`src/rtl/muldiv_if.sv`:
```
// Handshake and operand bus between the EX stage and the M-extension sequencer.
interface muldiv_if #(
    parameter int XLEN = 32
);
    logic            start;
    logic [2:0]      funct3;
    logic [XLEN-1:0] rs1_data;
    logic [XLEN-1:0] rs2_data;
    logic            flush;
    logic            stall;
    logic            busy;
    logic            done;
    logic [XLEN-1:0] result;

    // EX stage side: issues the operation and consumes the result.
    modport master (
        output start, funct3, rs1_data, rs2_data, flush,
        input  stall, busy, done, result
    );

    // Sequencer side.
    modport slave (
        input  start, funct3, rs1_data, rs2_data, flush,
        output stall, busy, done, result
    );
endinterface

```
`src/rtl/muldiv_sequencer.sv`:
```
// Iterative RV32M multiply/divide unit: shift-add multiply and restoring divide,
// one bit per cycle, with sign handling done on magnitudes around the core loop.
module muldiv_sequencer #(
    parameter int XLEN = 32
) (
    input  logic     clk,
    input  logic     rst,
    muldiv_if.slave  bus
);
    localparam int CNT_W = $clog2(XLEN) + 1;
    localparam logic [XLEN-1:0] MIN_NEG = {1'b1, {(XLEN-1){1'b0}}};

    typedef enum logic [1:0] {
        IDLE  = 2'd0,
        CALC  = 2'd1,
        FINAL = 2'd2,
        DONE  = 2'd3
    } state_t;

    state_t state, state_next;

    logic [CNT_W-1:0] cnt;
    logic [2:0]       op;
    logic             res_neg;
    logic [XLEN-1:0]  opnd;
    logic [XLEN-1:0]  acc_hi;
    logic [XLEN-1:0]  acc_lo;
    logic [XLEN-1:0]  result_q;

    logic             stall_c;
    logic             done_c;

    // Magnitude of a value that is only treated as signed when 'take' is set.
    function automatic logic [XLEN-1:0] abs_val(input logic signed [XLEN-1:0] v,
                                                 input logic take);
        if (take && v[XLEN-1]) return -v;
        return v;
    endfunction

    // Conditional two's-complement negation, word and double-word widths.
    function automatic logic [XLEN-1:0] neg_word(input logic [XLEN-1:0] v, input logic neg);
        return neg ? -v : v;
    endfunction

    function automatic logic [2*XLEN-1:0] neg_wide(input logic [2*XLEN-1:0] v, input logic neg);
        return neg ? -v : v;
    endfunction

    logic signed [XLEN-1:0] rs1_s, rs2_s;
    logic [2:0]             f3;
    logic                   a_signed, b_signed, a_neg, b_neg, res_neg_in;
    logic [XLEN-1:0]        a_mag, b_mag;
    logic                   div_zero, div_ovf, special, accept;
    logic [XLEN-1:0]        special_val;

    assign f3    = bus.funct3;
    assign rs1_s = bus.rs1_data;
    assign rs2_s = bus.rs2_data;

    // MULH, DIV, REM treat both operands as signed; MULHSU only rs1.
    assign a_signed = (f3 == 3'b001) || (f3 == 3'b010) || (f3 == 3'b100) || (f3 == 3'b110);
    assign b_signed = (f3 == 3'b001) || (f3 == 3'b100) || (f3 == 3'b110);
    assign a_neg    = a_signed && rs1_s[XLEN-1];
    assign b_neg    = b_signed && rs2_s[XLEN-1];
    assign a_mag    = abs_val(rs1_s, a_signed);
    assign b_mag    = abs_val(rs2_s, b_signed);

    // Remainder follows the dividend; quotient and products follow the sign XOR.
    assign res_neg_in = (f3[2] && f3[1]) ? a_neg : (a_neg ^ b_neg);

    assign div_zero = f3[2] && (bus.rs2_data == '0);
    assign div_ovf  = ((f3 == 3'b100) || (f3 == 3'b110)) &&
                      (bus.rs1_data == MIN_NEG) && (bus.rs2_data == '1);
    assign special  = div_zero || div_ovf;
    assign special_val = div_zero ? (f3[1] ? bus.rs1_data : '1)
                                  : (f3[1] ? '0 : MIN_NEG);

    assign accept = (state == IDLE) && bus.start && !bus.flush;

    logic [XLEN:0]   mul_sum, div_shift, div_diff;
    logic [XLEN-1:0] mul_hi_n, mul_lo_n, div_hi_n, div_lo_n;

    // Single iteration of the multiply and divide loops from the current accumulator.
    always_comb begin
        mul_sum = {1'b0, acc_hi} + {1'b0, opnd};
        if (acc_lo[0]) {mul_hi_n, mul_lo_n} = {mul_sum, acc_lo[XLEN-1:1]};
        else           {mul_hi_n, mul_lo_n} = {1'b0, acc_hi, acc_lo[XLEN-1:1]};

        div_shift = {acc_hi, acc_lo[XLEN-1]};
        div_diff  = div_shift - {1'b0, opnd};
        if (!div_diff[XLEN]) begin
            div_hi_n = div_diff[XLEN-1:0];
            div_lo_n = {acc_lo[XLEN-2:0], 1'b1};
        end else begin
            div_hi_n = div_shift[XLEN-1:0];
            div_lo_n = {acc_lo[XLEN-2:0], 1'b0};
        end
    end

    logic [2*XLEN-1:0] prod;
    logic [XLEN-1:0]   final_val;

    // Sign-correct and pick the architectural result for the latched operation.
    always_comb begin
        prod = neg_wide({acc_hi, acc_lo}, res_neg);
        case (op)
            3'b000:                 final_val = prod[XLEN-1:0];
            3'b001, 3'b010, 3'b011: final_val = prod[2*XLEN-1:XLEN];
            3'b100, 3'b101:         final_val = neg_word(acc_lo, res_neg);
            default:                final_val = neg_word(acc_hi, res_neg);
        endcase
    end

    // State register.
    always_ff @(posedge clk) begin
        if (rst) state <= IDLE;
        else     state <= state_next;
    end

    // Next-state and handshake outputs; flush aborts any operation in flight.
    always_comb begin
        state_next = state;
        stall_c    = 1'b0;
        done_c     = 1'b0;
        case (state)
            IDLE: begin
                if (accept) begin
                    stall_c    = 1'b1;
                    state_next = special ? DONE : CALC;
                end
            end
            CALC: begin
                stall_c = 1'b1;
                if (bus.flush)                          state_next = IDLE;
                else if (cnt == CNT_W'(XLEN - 1))       state_next = FINAL;
            end
            FINAL: begin
                stall_c    = 1'b1;
                state_next = bus.flush ? IDLE : DONE;
            end
            DONE: begin
                done_c     = 1'b1;
                state_next = IDLE;
            end
            default: state_next = IDLE;
        endcase
    end

    // Operand latch on acceptance, then one loop iteration per CALC cycle.
    always_ff @(posedge clk) begin
        if (accept) begin
            op      <= f3;
            res_neg <= res_neg_in;
            cnt     <= '0;
            acc_hi  <= '0;
            if (f3[2]) begin
                acc_lo <= a_mag;
                opnd   <= b_mag;
            end else begin
                acc_lo <= b_mag;
                opnd   <= a_mag;
            end
        end else if (state == CALC) begin
            cnt <= cnt + CNT_W'(1);
            if (op[2]) {acc_hi, acc_lo} <= {div_hi_n, div_lo_n};
            else       {acc_hi, acc_lo} <= {mul_hi_n, mul_lo_n};
        end
    end

    // Result register: loaded by special cases or a completed FINAL, held otherwise.
    always_ff @(posedge clk) begin
        if (rst)                                 result_q <= '0;
        else if (accept && special)              result_q <= special_val;
        else if (state == FINAL && !bus.flush)   result_q <= final_val;
    end

    assign bus.stall  = stall_c;
    assign bus.done   = done_c;
    assign bus.busy   = (state != IDLE);
    assign bus.result = result_q;
endmodule

```
`src/flat_wrapper.sv`:
```
// flat-port wrapper written by rule: the top's interface ports become plain ports
module muldiv_sequencer_flat 
#(
    parameter int XLEN = 32
)
  (clk, rst, bus_start, bus_funct3, bus_rs1_data, bus_rs2_data, bus_flush, bus_stall, bus_busy, bus_done, bus_result);
  muldiv_if #(.XLEN(XLEN)) bus_i ();
  input  logic clk;
  input  logic rst;
  input wire logic [$bits(bus_i.start)-1:0] bus_start;
  input wire logic [$bits(bus_i.funct3)-1:0] bus_funct3;
  input wire logic [$bits(bus_i.rs1_data)-1:0] bus_rs1_data;
  input wire logic [$bits(bus_i.rs2_data)-1:0] bus_rs2_data;
  input wire logic [$bits(bus_i.flush)-1:0] bus_flush;
  output wire logic [$bits(bus_i.stall)-1:0] bus_stall;
  output wire logic [$bits(bus_i.busy)-1:0] bus_busy;
  output wire logic [$bits(bus_i.done)-1:0] bus_done;
  output wire logic [$bits(bus_i.result)-1:0] bus_result;
  assign bus_i.start = bus_start;
  assign bus_i.funct3 = bus_funct3;
  assign bus_i.rs1_data = bus_rs1_data;
  assign bus_i.rs2_data = bus_rs2_data;
  assign bus_i.flush = bus_flush;
  assign bus_stall = bus_i.stall;
  assign bus_busy = bus_i.busy;
  assign bus_done = bus_i.done;
  assign bus_result = bus_i.result;
  muldiv_sequencer #(.XLEN(XLEN)) u_core (.clk(clk), .rst(rst), .bus(bus_i));
endmodule
```
`config.mk`:
```
export PLATFORM = sky130hd
export DESIGN_NAME = muldiv_sequencer_flat
export DESIGN_NICKNAME = d
export VERILOG_FILES = /design/src/rtl/muldiv_if.sv /design/src/rtl/muldiv_sequencer.sv /design/src/flat_wrapper.sv
export SDC_FILE = /design/constraint.sdc
export NUM_CORES = 1
export LEC_CHECK = 0
export ABC_CLOCK_PERIOD_IN_PS = 7400
export CAP_MARGIN = 5
export CORE_UTILIZATION = 55
export DETAILED_ROUTE_END_ITERATION = 10
export PLACE_DENSITY = 0.72
export SYNTH_ARGS = -nofsm -noshare
export SYNTH_HDL_FRONTEND = slang
export SYNTH_SLANG_ARGS = --single-unit
export TNS_END_PERCENT = 1
```
`constraint.sdc`:
```
create_clock -name clk -period 7.4 [get_ports clk]
set_input_delay 1.11 -clock clk [delete_from_list [all_inputs] [get_ports clk]]
set_output_delay 1.11 -clock clk [all_outputs]
set_load 0.05 [all_outputs]
```
**Yosys cells after proc, flatten, opt, wreduce, memory -nomap -nowiden**

Index checks and enable logic that the tools add are counted.

- Bits in registers: 140
- Latch bits: 0
- Memory bits (writable): 0
- ROM bits: 0
- Input bits: 71
- Word-level logic and storage cells: 97
- Memories kept: 0

- $add $sub $neg: 8
- Multiply operators: 0
- Divide/modulo/power cells: 0
- Magnitude comparators: 0
- Eq/ne operators: 17
- Shift-type cells: 0
- Mux-type cells: 35
- Bitwise operators: 1
- Reduce and logical (&&, ||, !) cells: 28

Operators by type and width:

| operator | count |
|---|---|
| two-way mux 32 bit | 20 |
| negation 32 bit | 4 |
| case mux 32 bit (3 select lines) | 1 |
| equality test 32 bit (second input constant) | 2 |
| two-way mux 64 bit | 1 |
| negation 64 bit | 1 |
| adder 32 x 32 -> 33 bit | 1 |
| subtractor 33 x 32 -> 33 bit | 1 |
| zero test 32 bit | 1 |
| equality test 3 bit (second input constant) | 4 |
| logical AND 1 bit | 10 |
| two-way mux 2 bit | 5 |
| equality test 3 x 2 -> 1 bit (second input constant) | 3 |
| case mux 2 bit (4 select lines) | 1 |
| logical OR 1 bit | 7 |
| adder 6 x 1 -> 6 bit (second input constant) | 1 |
| equality test 3 x 1 -> 1 bit (second input constant) | 2 |
| equality test 6 x 5 -> 1 bit (second input constant) | 1 |
| two-way mux 1 bit | 6 |
| nonzero test 2 bit | 3 |
| equality test 2 bit (second input constant) | 2 |
| OR reduction 2 bit | 2 |
| zero test 3 bit | 1 |
| inequality test 3 x 2 -> 1 bit (second input constant) | 1 |
| other kinds (8) | 8 |

**Logic depth before layout (Yosys ltp)**

- Word-level depth: 9
- Depth in mapped cells: 15
- Gate-level depth less buffers: 12

**Worst setup path before layout**

Ideal clock, no wire load.

- Path kind: input port to output port
- Start: in bus_start
- End: out bus_stall
- Data arrival time: 3794 ps
- Data required time: 6290 ps
- Setup slack: 2496 ps
- Stages: 7
- Path through: nand2_1 -> or2_2 -> inv_1 -> clkbuf_1 -> buf_1 -> nor2_1 -> nor2_1

- Word-level cells in the longest chain between the ends: 4

RTL lines:

| element | RTL line | RTL |
|---|---|---|
| from (decl) | flat_wrapper.sv:10 | `input wire logic [$bits(bus_i.start)-1:0] bus_start;` |
| logical AND 1 bit (2 in series) | muldiv_sequencer.sv:78 | `assign accept = (state == IDLE) && bus.start && !bus.flush;` |
| net u_core.accept | muldiv_sequencer.sv:53 | `logic div_zero, div_ovf, special, accept;` |
| two-way mux 1 bit | muldiv_sequencer.sv:127 | `if (accept) begin` |
| case mux 1 bit (2 select lines) | muldiv_sequencer.sv:125 | `case (state)` |
| to (decl) | flat_wrapper.sv:15 | `output wire logic [$bits(bus_i.stall)-1:0] bus_stall;` |

The timed path passes the listed nets, and every way through them passes these cells.

**Worst setup path in the final report**

- Start: in bus_flush
- End: out bus_stall

- Word-level cells in the longest chain between the ends: 4

RTL lines:

| element | RTL line | RTL |
|---|---|---|
| from (decl) | flat_wrapper.sv:14 | `input wire logic [$bits(bus_i.flush)-1:0] bus_flush;` |
| zero test 1 bit | muldiv_sequencer.sv:78 |  |
| logical AND 1 bit | muldiv_sequencer.sv:78 |  |
| two-way mux 1 bit | muldiv_sequencer.sv:127 |  |
| case mux 1 bit (2 select lines) | muldiv_sequencer.sv:125 |  |

Every way passes these cells.

==> results.py <==
metrics = {
    "placement": {
        "dp.cells": 2197,
        "portBuffers": 105,
        "postPlaceCellArea_um2": 15800,
        "dp_hpwl_mm": 40.5,
        "gp_congestion": 0.982,
    },
    "worst_setup_path": {
        "crit_path_start_kind": "input port",
        "crit_arrival_ps": 3760,
        "crit_path_end_kind": "output pin",
        "crit_fanout": 49,
        "required_ps": 6290,
        "r2r_slack_ps": 2910,
        "rr_worst_depth": 13,
        "rr_startpoint": "u_core.acc_lo[31]",
        "timing.rr.end": "u_core.acc_hi[28]",
        "crit_type": "in2out",
    },
    "cts": {
        "cts_tree": "built",
        "cts_buffer_depth": 2,
        "cts_sinks": 140,
        "clkLatencyLatePin_ps": 440,
        "cts_hold_buffers": 0,
        "clk_pin_slew_ps": 70,
        "post_cts_resized": 0,
        "cts_root_buf": "clkbuf_16",
        "post_cts_buffers": 0,
        "cts_made_buffers": 17,
        "ctsHtreeMaxLevel": 4,
    },
    "power": {
        "ir_drop_v": 0.000160,
        "total_power_mw": 5.83,
        "powerDensity_nw_per_um2": 357,
        "p_leak_nw": 6.42,
    },
    "logic_synthesis": {
        "synth_seq_cells": 140,
        "yosys_warnings": 0,
        "synth_edf_count": 68,
        "synth_seq_area_share_pct": 23.8,
        "syn_inst": 1854,
        "ys_types": 88,
        "async_reset_ff_share_pct": 0,
        "synth-main-ff-cell": "dfxtp_1",
        "syn_nets": 2001,
        "syn_avg_cell_area_um2": 7.89,
        "netlist_area_um2": 14600,
    },
    "routing": {
        "vias": 15100,
        "drt_iter0_markers": 1306,
        "via_per_inst": 6.78,
        "firstDrtPassIters": 6,
        "drc": 0,
        "ant_nets": 0,
        "totalWireLength_mm": 53.0,
        "wl_per_cell_um": 23.8,
    },
    "run_status": {
        "status": "finished, final reports clean",
    },
    "min_path": {
        "holdPathStages": 2,
        "min_from": "u_core.bus.result[15]",
        "worstHoldPathType": "reg2reg",
        "hold_end": "u_core.bus.result[15]",
    },
    "grt": {
        "grt_pass1_vias": 14100,
        "grt-ovfl-total": 0,
        "grt_start_max_net_pins": 94,
        "antenna_found_initial": 2,
        "grt_pass1_wl_mm": 80.9,
        "grt.total_usage_pct": 39.3,
    },
    "sta": {
        "finalHoldViolations": 0,
        "max_slew_margin_pct": 12.6,
        "setup_violations": 0,
        "tns_ps": 0,
        "period_needed_ps": 4870,
        "clock_skew_ps": 21.6,
        "fmax_mhz": 205,
        "rsz0062_at_grt": "false",
        "worst-slew-pin-transition_ps": 1310,
        "slew_viol_final": 0,
        "finalCritPeriodShare_pct": 65.8,
    },
    "cells_and_area": {
        "final_cell_mix": "o21ai_0 (160), nor2_1 (158), nand2_1 (155)",
        "syn2layout_area_growth_pct": 11.9,
        "diodes": 0,
        "drive_above_1_share_pct": 5.07,
        "post-route-util_pct": 62.8,
        "final_common_cell": "o21ai_0",
        "fin_area_um2": 16400,
        "nNetsFinal": 2028,
        "stdcell_count": 2229,
    },
    "die": {
        "ios": 106,
        "die-height_um": 165,
        "die-area_um2": 27200,
        "core_um2": 26100,
        "die_x_um": 165,
        "start_util_pct": 56.1,
        "rows": 59,
    },
    "run": {
        "max-cap-violations": 0,
    },
}
## cell usage after synthesis (7+ instances only)
cell type / number / share of area (%)
a2111oi_0: 9 / 0.54
o41ai_1: 11 / 0.66
dfxtp_1: 72 / 9.9
edfxtp_1: 68 / 14
clkbuf_1: 91 / 2.3
o22ai_1: 11 / 0.47
xnor2_1: 82 / 4.9
mux2_2: 13 / 1.0
a21o_1: 32 / 1.6
nand2b_1: 14 / 0.60
a311oi_1: 7 / 0.42
nor2_1: 158 / 4.1
buf_1: 16 / 0.41
o21ai_0: 160 / 5.5
o221ai_1: 12 / 0.72
nand3_1: 29 / 0.99
o21a_1: 19 / 0.98
ha_1: 74 / 6.3
o31a_1: 8 / 0.48
o211ai_1: 21 / 1.1
or4_1: 17 / 0.87
a211oi_1: 36 / 1.8
nor3_1: 41 / 1.4
xor2_1: 92 / 5.5
a31oi_1: 19 / 0.81
and3_1: 9 / 0.39
a221oi_1: 10 / 0.60
o31ai_1: 50 / 2.6
nand2_1: 155 / 4.0
a21oi_1: 126 / 4.3
or3_1: 26 / 1.1
mux2i_1: 115 / 7.9
nand4_1: 25 / 1.1
inv_1: 67 / 1.7
nor4_1: 21 / 0.90
nor2b_1: 12 / 0.51
## layer usage
| layer | track usage (%) | vias to the layer above | part of all wire, % |
|---|---|---|---|
| li1 | - | 6990 | - |
| met1 | 50.4 | 7166 | 40 |
| met2 | 61.9 | 801 | 45 |
| met3 | 8.61 | 156 | 9.8 |
| met4 | 20.1 | 4 | 4.8 |
| met5 | 0 | - | 0.058 |
## kinds of logic (layout without fill, tap and decap cells)
group	after synthesis	in the layout	synth area share [%]
mux	128	128	8.87
buf+inv	186	226	5.02
simple gates	553	553	18.6
fa+ha+maj	76	76	6.61
xor+xnor	174	174	10.4
compound gates	597	597	26.7
flops	140	140	23.8
## flip-flops by register name (all words and copies together) (netlist names)
signal / flops
u_core.acc_hi: 32
u_core.acc_lo: 32
u_core.bus.result: 32
u_core.opnd: 32
u_core.cnt: 6
u_core.op: 3
u_core.state: 2
u_core.res_neg: 1
## power by group
part | internal, mW | switching, mW | leakage (nW)
combinational | 1.35 | 2.07 | 4.92
sequential | 1.09 | 0.435 | 1.23
clock | 0.476 | 0.410 | 0.279
## how the worst max path moves through the flow
stage / from / end / slack [ps] / cells after the start
2_1_floorplan: bus_start / bus_stall / 2500 / 7
3_3_place_gp: bus_rs2_data[17] / u_core.bus.result[29] / 2360 / 9
3_5_place_dp: bus_rs2_data[17] / u_core.bus.result[29] / 2240 / 9
4_1_cts: bus_flush / bus_stall / 2560 / 7
5_1_grt: bus_rs2_data[17] / u_core.bus.result[16] / 2370 / 10
6_report: bus_flush / bus_stall / 2530 / 7
## final cells by class
cell class	instances	area [µm²]
multi-input cells	1528	10400
fillers	2359	9700
flip-flops and latches	140	3480
repair buffers	126	1210
clock buffers	17	425
well taps	335	419
inverters	68	255
clock inverters	15	153
## critical path, cell delays in order
cell and delay [ps]:
clkdlybuf4s50_1 500, or2_2 330, buf_4 300, inv_2 510, nor2_1 80, nor2_1 110
clkdlybuf4s50_1 810
## through the flow
| step | setup slack [ps] | hold slack, ps |
|---|---|---|
| finish | 2530 | 505 |
| global route | 2370 | 528 |
| CTS | 2560 | 504 |
| detailed placement | 2240 | 495 |
| global placement | 2360 | 469 |
| floorplan | 2500 | 459 |
(Power assumes the default switching activity.)
